## src/rtl/freq_meter.sv

```systemverilog
// Gated frequency counter: counts synchronised rising edges of sig_in over a
// window of GATE_CYCLES clk cycles and publishes the saturating count.
module freq_meter #(
  parameter int unsigned GATE_CYCLES = 50_000_000,
  parameter int unsigned CNT_W       = 26
) (
  input  logic             clk,
  input  logic             rst_n,
  input  logic             sig_in,
  input  logic             start,
  input  logic             continuous,
  output logic [CNT_W-1:0] freq_out,
  output logic             freq_valid,
  output logic             overflow,
  output logic             busy
);

  localparam int unsigned        GATE_W    = $clog2(GATE_CYCLES);
  localparam logic [GATE_W-1:0]  GATE_LAST = GATE_W'(GATE_CYCLES - 1);
  localparam logic [CNT_W-1:0]   CNT_MAX   = '1;
  localparam logic [CNT_W-1:0]   CNT_PRE   = CNT_MAX - CNT_W'(1);

  typedef enum logic [1:0] {
    S_IDLE,
    S_GATE,
    S_LATCH
  } state_t;

  state_t r_state;
  state_t w_next;

  logic              r_s1;
  logic              r_s2;
  logic              r_s3;
  logic              w_edge;
  logic [GATE_W-1:0] r_gate_cnt;
  logic [CNT_W-1:0]  r_edge_cnt;
  logic              r_sat;
  logic              w_gate_entry;
  logic              w_counting;
  logic              w_publish;
  logic              w_busy_next;

  // Two-flop synchroniser plus a delay flop for rising-edge detection
  always_ff @(posedge clk or negedge rst_n) begin
    if (!rst_n) begin
      r_s1 <= 1'b0;
      r_s2 <= 1'b0;
      r_s3 <= 1'b0;
    end else begin
      r_s1 <= sig_in;
      r_s2 <= r_s1;
      r_s3 <= r_s2;
    end
  end

  assign w_edge = r_s2 & ~r_s3;

  always_ff @(posedge clk or negedge rst_n) begin
    if (!rst_n) begin
      r_state <= S_IDLE;
    end else begin
      r_state <= w_next;
    end
  end

  always_comb begin
    w_next = r_state;
    case (r_state)
      S_IDLE:  if (start) w_next = S_GATE;
      S_GATE:  if (r_gate_cnt == GATE_LAST) w_next = S_LATCH;
      S_LATCH: w_next = continuous ? S_GATE : S_IDLE;
      default: w_next = S_IDLE;
    endcase
  end

  always_comb begin
    w_gate_entry = (r_state != S_GATE) && (w_next == S_GATE);
    w_counting   = (r_state == S_GATE);
    w_publish    = (r_state == S_LATCH);
    w_busy_next  = (w_next != S_IDLE);
  end

  // Counters clear on every GATE entry; the edge counter saturates and the
  // sticky flag marks reaching or exceeding full scale.
  always_ff @(posedge clk or negedge rst_n) begin
    if (!rst_n) begin
      r_gate_cnt <= '0;
      r_edge_cnt <= '0;
      r_sat      <= 1'b0;
    end else if (w_gate_entry) begin
      r_gate_cnt <= '0;
      r_edge_cnt <= '0;
      r_sat      <= 1'b0;
    end else if (w_counting) begin
      r_gate_cnt <= r_gate_cnt + GATE_W'(1);
      if (w_edge) begin
        if (r_edge_cnt == CNT_MAX) begin
          r_sat <= 1'b1;
        end else begin
          r_edge_cnt <= r_edge_cnt + CNT_W'(1);
          if (r_edge_cnt == CNT_PRE) r_sat <= 1'b1;
        end
      end
    end
  end

  always_ff @(posedge clk or negedge rst_n) begin
    if (!rst_n) begin
      freq_out   <= '0;
      freq_valid <= 1'b0;
      overflow   <= 1'b0;
      busy       <= 1'b0;
    end else begin
      freq_valid <= w_publish;
      busy       <= w_busy_next;
      if (w_publish) begin
        freq_out <= r_edge_cnt;
        overflow <= r_sat;
      end
    end
  end

endmodule

```

## config.mk

```make
export PLATFORM = sky130hd
export DESIGN_NAME = freq_meter
export DESIGN_NICKNAME = d
export VERILOG_FILES = /design/src/rtl/freq_meter.sv
export SDC_FILE = /design/constraint.sdc
export NUM_CORES = 1
export LEC_CHECK = 0
export ABC_AREA = 1
export CAP_MARGIN = 40
export CORE_MARGIN = 5
export CORE_UTILIZATION = 45
export CTS_BUF_LIST = sky130_fd_sc_hd__clkbuf_8
export DETAILED_ROUTE_END_ITERATION = 10
export PLACE_DENSITY_LB_ADDON = 0.05
export SLEW_MARGIN = 20
export SYNTH_ARGS = -nofsm -noshare
export SYNTH_HDL_FRONTEND = slang
export SYNTH_SLANG_ARGS = --single-unit
```

## constraint.sdc

```tcl
create_clock -name clk -period 2.3 [get_ports clk]
set_input_delay 0.46 -clock clk [delete_from_list [all_inputs] [get_ports clk]]
set_output_delay 0.46 -clock clk [all_outputs]
set_load 0.02 [all_outputs]
```

== Word level (Yosys, flattened, before mapping) ==
Cells that the tools add are included.
W data, S select, Z words.

* Bits in registers: 87
* Bits of input ports: 5
* Output and inout port bits: 29
* Logic and storage cells: 46

* Add/sub/neg operators: 2
* Eq/ne operators: 8
* Mux-type cells: 15
* Bitwise operators: 2
* Reduce and logical (&&, ||, !) cells: 8

{| class="wikitable"
|+ Operator list
! operator !! count
|-
| $mux W26 || 6
|-
| $eq A26 B26 Y1 const B || 3
|-
| $add A26 B1 Y26 const B || 2
|-
| $mux W1 || 6
|-
| $pmux W2 S3 || 1
|-
| $reduce_and A3 Y1 || 2
|-
| $reduce_bool A2 Y1 || 3
|-
| $eq A2 B1 Y1 const B || 2
|-
| $mux W2 || 2
|-
| $reduce_bool A3 Y1 || 1
|-
| $eq A2 B2 Y1 const B || 1
|-
| $logic_not A2 Y1 || 1
|-
| $ne A2 B1 Y1 const B || 1
|-
| $ne A2 B2 Y1 const B || 1
|-
| $and A1 B1 Y1 || 1
|-
| $logic_and A1 B1 Y1 || 1
|-
| $not A1 Y1 || 1
|}

== Depth between registers and ports, before layout ==
* Word-level depth: 7
* Depth in mapped cells: 12

== Worst setup path before layout ==
Ideal clock, no wire load.

* Path type: flip-flop to flip-flop
* From: reg r_edge_cnt[0]
* To: reg r_edge_cnt[10]
* Arrival time: 1.561 ns
* Required time: 2.184 ns
* Path slack: 0.623 ns
* Cell stages (with the launch flop): 12
* Buffers on the path: 1
* Period minus slack after synthesis: 1.677 ns
* Path through: dfrtp_1 -> ha_1 -> inv_2 -> nor2_4 -> nand2_4 -> nor2_4 -> nand2_2 -> nand2_2 -> nand2_4 -> buf_4 -> nand2_1 -> nand2_1

* Longest elaborated chain between the ends: 5
* Elaborated cells on any way between the ends: 8

{| class="wikitable"
|+ RTL lines
! item !! line !! text
|-
| from (decl) || 37 || <nowiki>logic [CNT_W-1:0] r_edge_cnt;</nowiki>
|-
| from (signal assigned) || 101 || <nowiki>r_edge_cnt <= r_edge_cnt + CNT_W'(1);</nowiki>
|-
| $add A26 B1 Y26 || 101 ||
|-
| $mux W26 || 98 || <nowiki>if (r_edge_cnt == CNT_MAX) begin</nowiki>
|-
| $mux W26 || 97 || <nowiki>if (w_edge) begin</nowiki>
|-
| $mux W26 || 95 || <nowiki>end else if (w_counting) begin</nowiki>
|-
| $mux W26 || 91 || <nowiki>end else if (w_gate_entry) begin</nowiki>
|}

Several ways; a longest one is shown, not always the timed one. The select of a mux whose other input is x is not followed.
A chain may end at the register's enable or synchronous reset.

== Worst setup path after layout ==
* From: reg r_edge_cnt[1]
* To: reg r_edge_cnt[17]

Same word-level chain as after synthesis.

==> flow_metrics.tcl <==
set metrics [dict create \
    outcome "complete, no violations" \
    antenna_found_initial 0 \
    setup-violations-final 0 \
    first_pass_iters 5 \
    cts_sinks 87 \
    crit_type "flip-flop to flip-flop" \
    syn2layout_area_growth_pct 15.2 \
    cp-startpoint "r_edge_cnt[1]$_DFFE_PN0P_" \
    critical_path.cell_chain "ha_1 > inv_2 > nor2_4 > nand2_4 > nor2_4 > nand2_2 > nand2_2 > nand2_4 > inv_6 > nand2_1 > nand2_1" \
    die-area_um2 12600 \
    cts_root_buf "sky130_fd_sc_hd__clkbuf_8" \
    synth_area_leaders "sky130_fd_sc_hd__dfrtp_1, sky130_fd_sc_hd__nand2_1, sky130_fd_sc_hd__nor2_1, sky130_fd_sc_hd__inv_1, sky130_fd_sc_hd__nand3_1" \
    final_layout_size_suffix_gt1_share_pct 8.30 \
    clock_tree.buffer_depth 2 \
    final_skew_ps 10.7 \
    post_cts.repair.setup_buffers 0 \
    globalRouteTotalUtil_pct 18.7 \
    cts.reportedPaths.clkPinSlew_ps 90 \
    finish.net_count 691 \
    min-delay-path-class "input port to async pin" \
    cp_slowest_cell "sky130_fd_sc_hd__dfrtp_1" \
    critical_path_source_type "flip-flop" \
    max_slew.worst_pin.slew_ps 681 \
    power.leakage_nw 2.63 \
    routed_wl_um 11300 \
    buffer_ports.inserted 33 \
    yosys-top-cells-count "sky130_fd_sc_hd__nand2_1, sky130_fd_sc_hd__dfrtp_1, sky130_fd_sc_hd__nor2_1" \
    largest_net_degree_at_the_start_of_global_routing 53 \
    cp-end-kind "flip-flop" \
    synth_top_area_cell "sky130_fd_sc_hd__dfrtp_1" \
    timing.final.ws_setup_ps 248 \
    clock_latency_ps 360 \
    total_number_of_placement_rows 37 \
    count_of_flip_flops_with_a_built_in_enable_after_synthesis 0 \
    cp_max_stage_delay_ps 430 \
    critPathBufInv 2 \
    cts-buffers-inserted 9 \
    initial_utilization_pct 45.8 \
    yosysWarningCount 0 \
    die_w_um 112 \
    postRouteAntennaNets 0 \
    cts_resized 0 \
    grt_pass1_vias 4027 \
    worst-endpoint-arrival_ps 2350 \
    place.detailed.hpwl_um 8390 \
    most_instantiated_library_cell_after_synthesis "sky130_fd_sc_hd__nand2_1" \
    maxCapViolations 0 \
    postSynth.asyncResetShare_pct 100 \
    dominantRegCellSynth "sky130_fd_sc_hd__dfrtp_1" \
    cts-hold-fix-buffers 0 \
    synth_seq_cells 87 \
    max_freq_mhz 487 \
    core_region_area_um2 10300 \
    critical_path_required_ps 2600 \
    post-place-ws_ps 198 \
    timing_hold_violations_final 0 \
    tns_ps 0 \
    seq_area_frac_synth_pct 46.3 \
    final-max-slew-violation-count 0 \
    slew-limit-headroom_pct 54.6 \
    routedWlPerCell_um 13.7 \
    drt-initial-drc-count 197 \
    clock_tree.htree_level_count 3 \
    grt_overflow 0 \
    cp_top_family "simple AND/OR/NAND/NOR gates" \
    yosys.cell_types.count 33 \
    viasPerCell 4.98 \
    antenna-diode-count 0 \
    rsz0062_at_grt "false" \
    postSynthNetCount 650 \
    mean_cell_area_of_the_mapped_netlist_um2 7.33 \
    syn_area_um2 4700 \
    period_minus_slack_ps 2050 \
    drc 0 \
    synthesis.instances 642 \
    power_per_cell_area_nw_per_um2 551 \
    ios 34 \
    vdd_drop_max_mv 0.301 \
    grt_pass1_wl_um 19200 \
    crit_fanout 18 \
    crit-reg2reg-launch "r_edge_cnt[1]$_DFFE_PN0P_" \
    cts_tree "built" \
    synth.top_cell.area_share_pct 46.3 \
    gp_routability_congestion 0.884 \
    die-height_um 112 \
    final_min_period_over_clock_period_pct 89.2 \
    routed-via-count 4100 \
]
-- cell usage in the layout, fill, tap and decap left out, types with 3 or more instances in the layout --
| cell type | Yosys | final |
|---|---|---|
| sky130_fd_sc_hd__nand2_2 | 11 | 11 |
| sky130_fd_sc_hd__nor3_1 | 8 | 8 |
| sky130_fd_sc_hd__nand3_1 | 38 | 38 |
| sky130_fd_sc_hd__nand2_1 | 221 | 221 |
| sky130_fd_sc_hd__buf_4 | 2 | 12 |
| sky130_fd_sc_hd__nor2_1 | 84 | 84 |
| sky130_fd_sc_hd__a21oi_1 | 12 | 12 |
| sky130_fd_sc_hd__clkdlybuf4s50_1 | 0 | 32 |
| sky130_fd_sc_hd__inv_1 | 67 | 68 |
| sky130_fd_sc_hd__o21ai_0 | 37 | 37 |
| sky130_fd_sc_hd__ha_1 | 3 | 3 |
| sky130_fd_sc_hd__o21ai_2 | 6 | 6 |
| sky130_fd_sc_hd__clkbuf_8 | 0 | 11 |
| sky130_fd_sc_hd__nand4_1 | 20 | 20 |
| sky130_fd_sc_hd__dfrtp_1 | 87 | 87 |
| sky130_fd_sc_hd__nor2_2 | 3 | 3 |
| sky130_fd_sc_hd__xor2_1 | 11 | 11 |
-- cell families after synthesis --
kind of cell	synth area share [%]
xor+xnor	2.05
simple gates	36.1
fa+ha+maj	0.798
flops	46.3
compound gates	7.29
buf+inv	7.50
-- cell type report --
| class | instances | area, um^2 |
|---|---|---|
| Fill cell | 1016 | 4860 |
| Sequential cell | 87 | 2180 |
| Multi-Input combinational cell | 470 | 2170 |
| Timing Repair Buffer | 45 | 430 |
| Inverter | 70 | 268 |
| Tap cell | 136 | 170 |
| Clock buffer | 11 | 151 |
| Clock inverter | 4 | 46.3 |
-- worst paths after layout --
path	slack (ps)	endpoint	cells after the start
max	250	r_edge_cnt[17]$_DFFE_PN0P_	11
min	120	r_edge_cnt[16]$_DFFE_PN0P_	1
max reg2reg	250	r_edge_cnt[17]$_DFFE_PN0P_	11
min reg2reg	350	r_s2$_DFF_PN0_	0
max in group asynchronous	1540	r_gate_cnt[23]$_DFFE_PN0P_	2
min in group clk	350	r_s2$_DFF_PN0_	0
-- sequential cells by signal, indices dropped and copies added, names as in the netlist --
signal      flops
r_sat           1
r_state         2
r_s2            1
r_s1            1
r_s3            1
r_gate_cnt     26
freq_valid      1
freq_out       26
overflow        1
r_edge_cnt     26
busy            1
-- report_power, final --
| group | switching, mW | internal (mW) | leakage (nW) |
|---|---|---|---|
| clock network | 0.533 | 0.550 | 0.103 |
| logic | 0.173 | 0.0912 | 1.40 |
| registers | 0.0575 | 1.58 | 1.13 |
| total | 0.764 | 2.22 | 2.63 |
-- metrics by stage --
step / hold WS, ps / instances / cell area, um^2 / power (mW) / util, %
6_report: 124 / 823 / 5420 / 2.98 / 52.7
5_1_grt: 186 / 823 / 5420 / 3.15 / 52.7
4_1_cts: 145 / 823 / 5420 / 3.03 / 52.7
3_5_place_dp: 335 / 808 / 5220 / 1.93 / 50.8
3_3_place_gp: 333 / 808 / 5220 / 1.93 / 50.8
2_1_floorplan: 164 / 642 / 4700 / 1.83 / -
-- worst reg2reg max path, stage by stage, from the launching register on --
cell                      delay [ps]
sky130_fd_sc_hd__dfrtp_1         430
sky130_fd_sc_hd__ha_1            330
sky130_fd_sc_hd__inv_2            70
sky130_fd_sc_hd__nor2_4          240
sky130_fd_sc_hd__nand2_4         130
sky130_fd_sc_hd__nor2_4          150
sky130_fd_sc_hd__nand2_2          70
sky130_fd_sc_hd__nand2_2          70
sky130_fd_sc_hd__nand2_4         150
sky130_fd_sc_hd__inv_6           210
sky130_fd_sc_hd__nand2_1          80
sky130_fd_sc_hd__nand2_1          60
-- layer usage --
layer | routed length (um) | GRT usage, % | part of all wire [%]
met5 | 0 | 0 | 0
met4 | 316 | 8.89 | 2.8
met3 | 301 | 2.70 | 2.7
met2 | 5810 | 32.8 | 51
met1 | 4890 | 22.7 | 43
No activity file was read; power rests on OpenSTA's default activity.
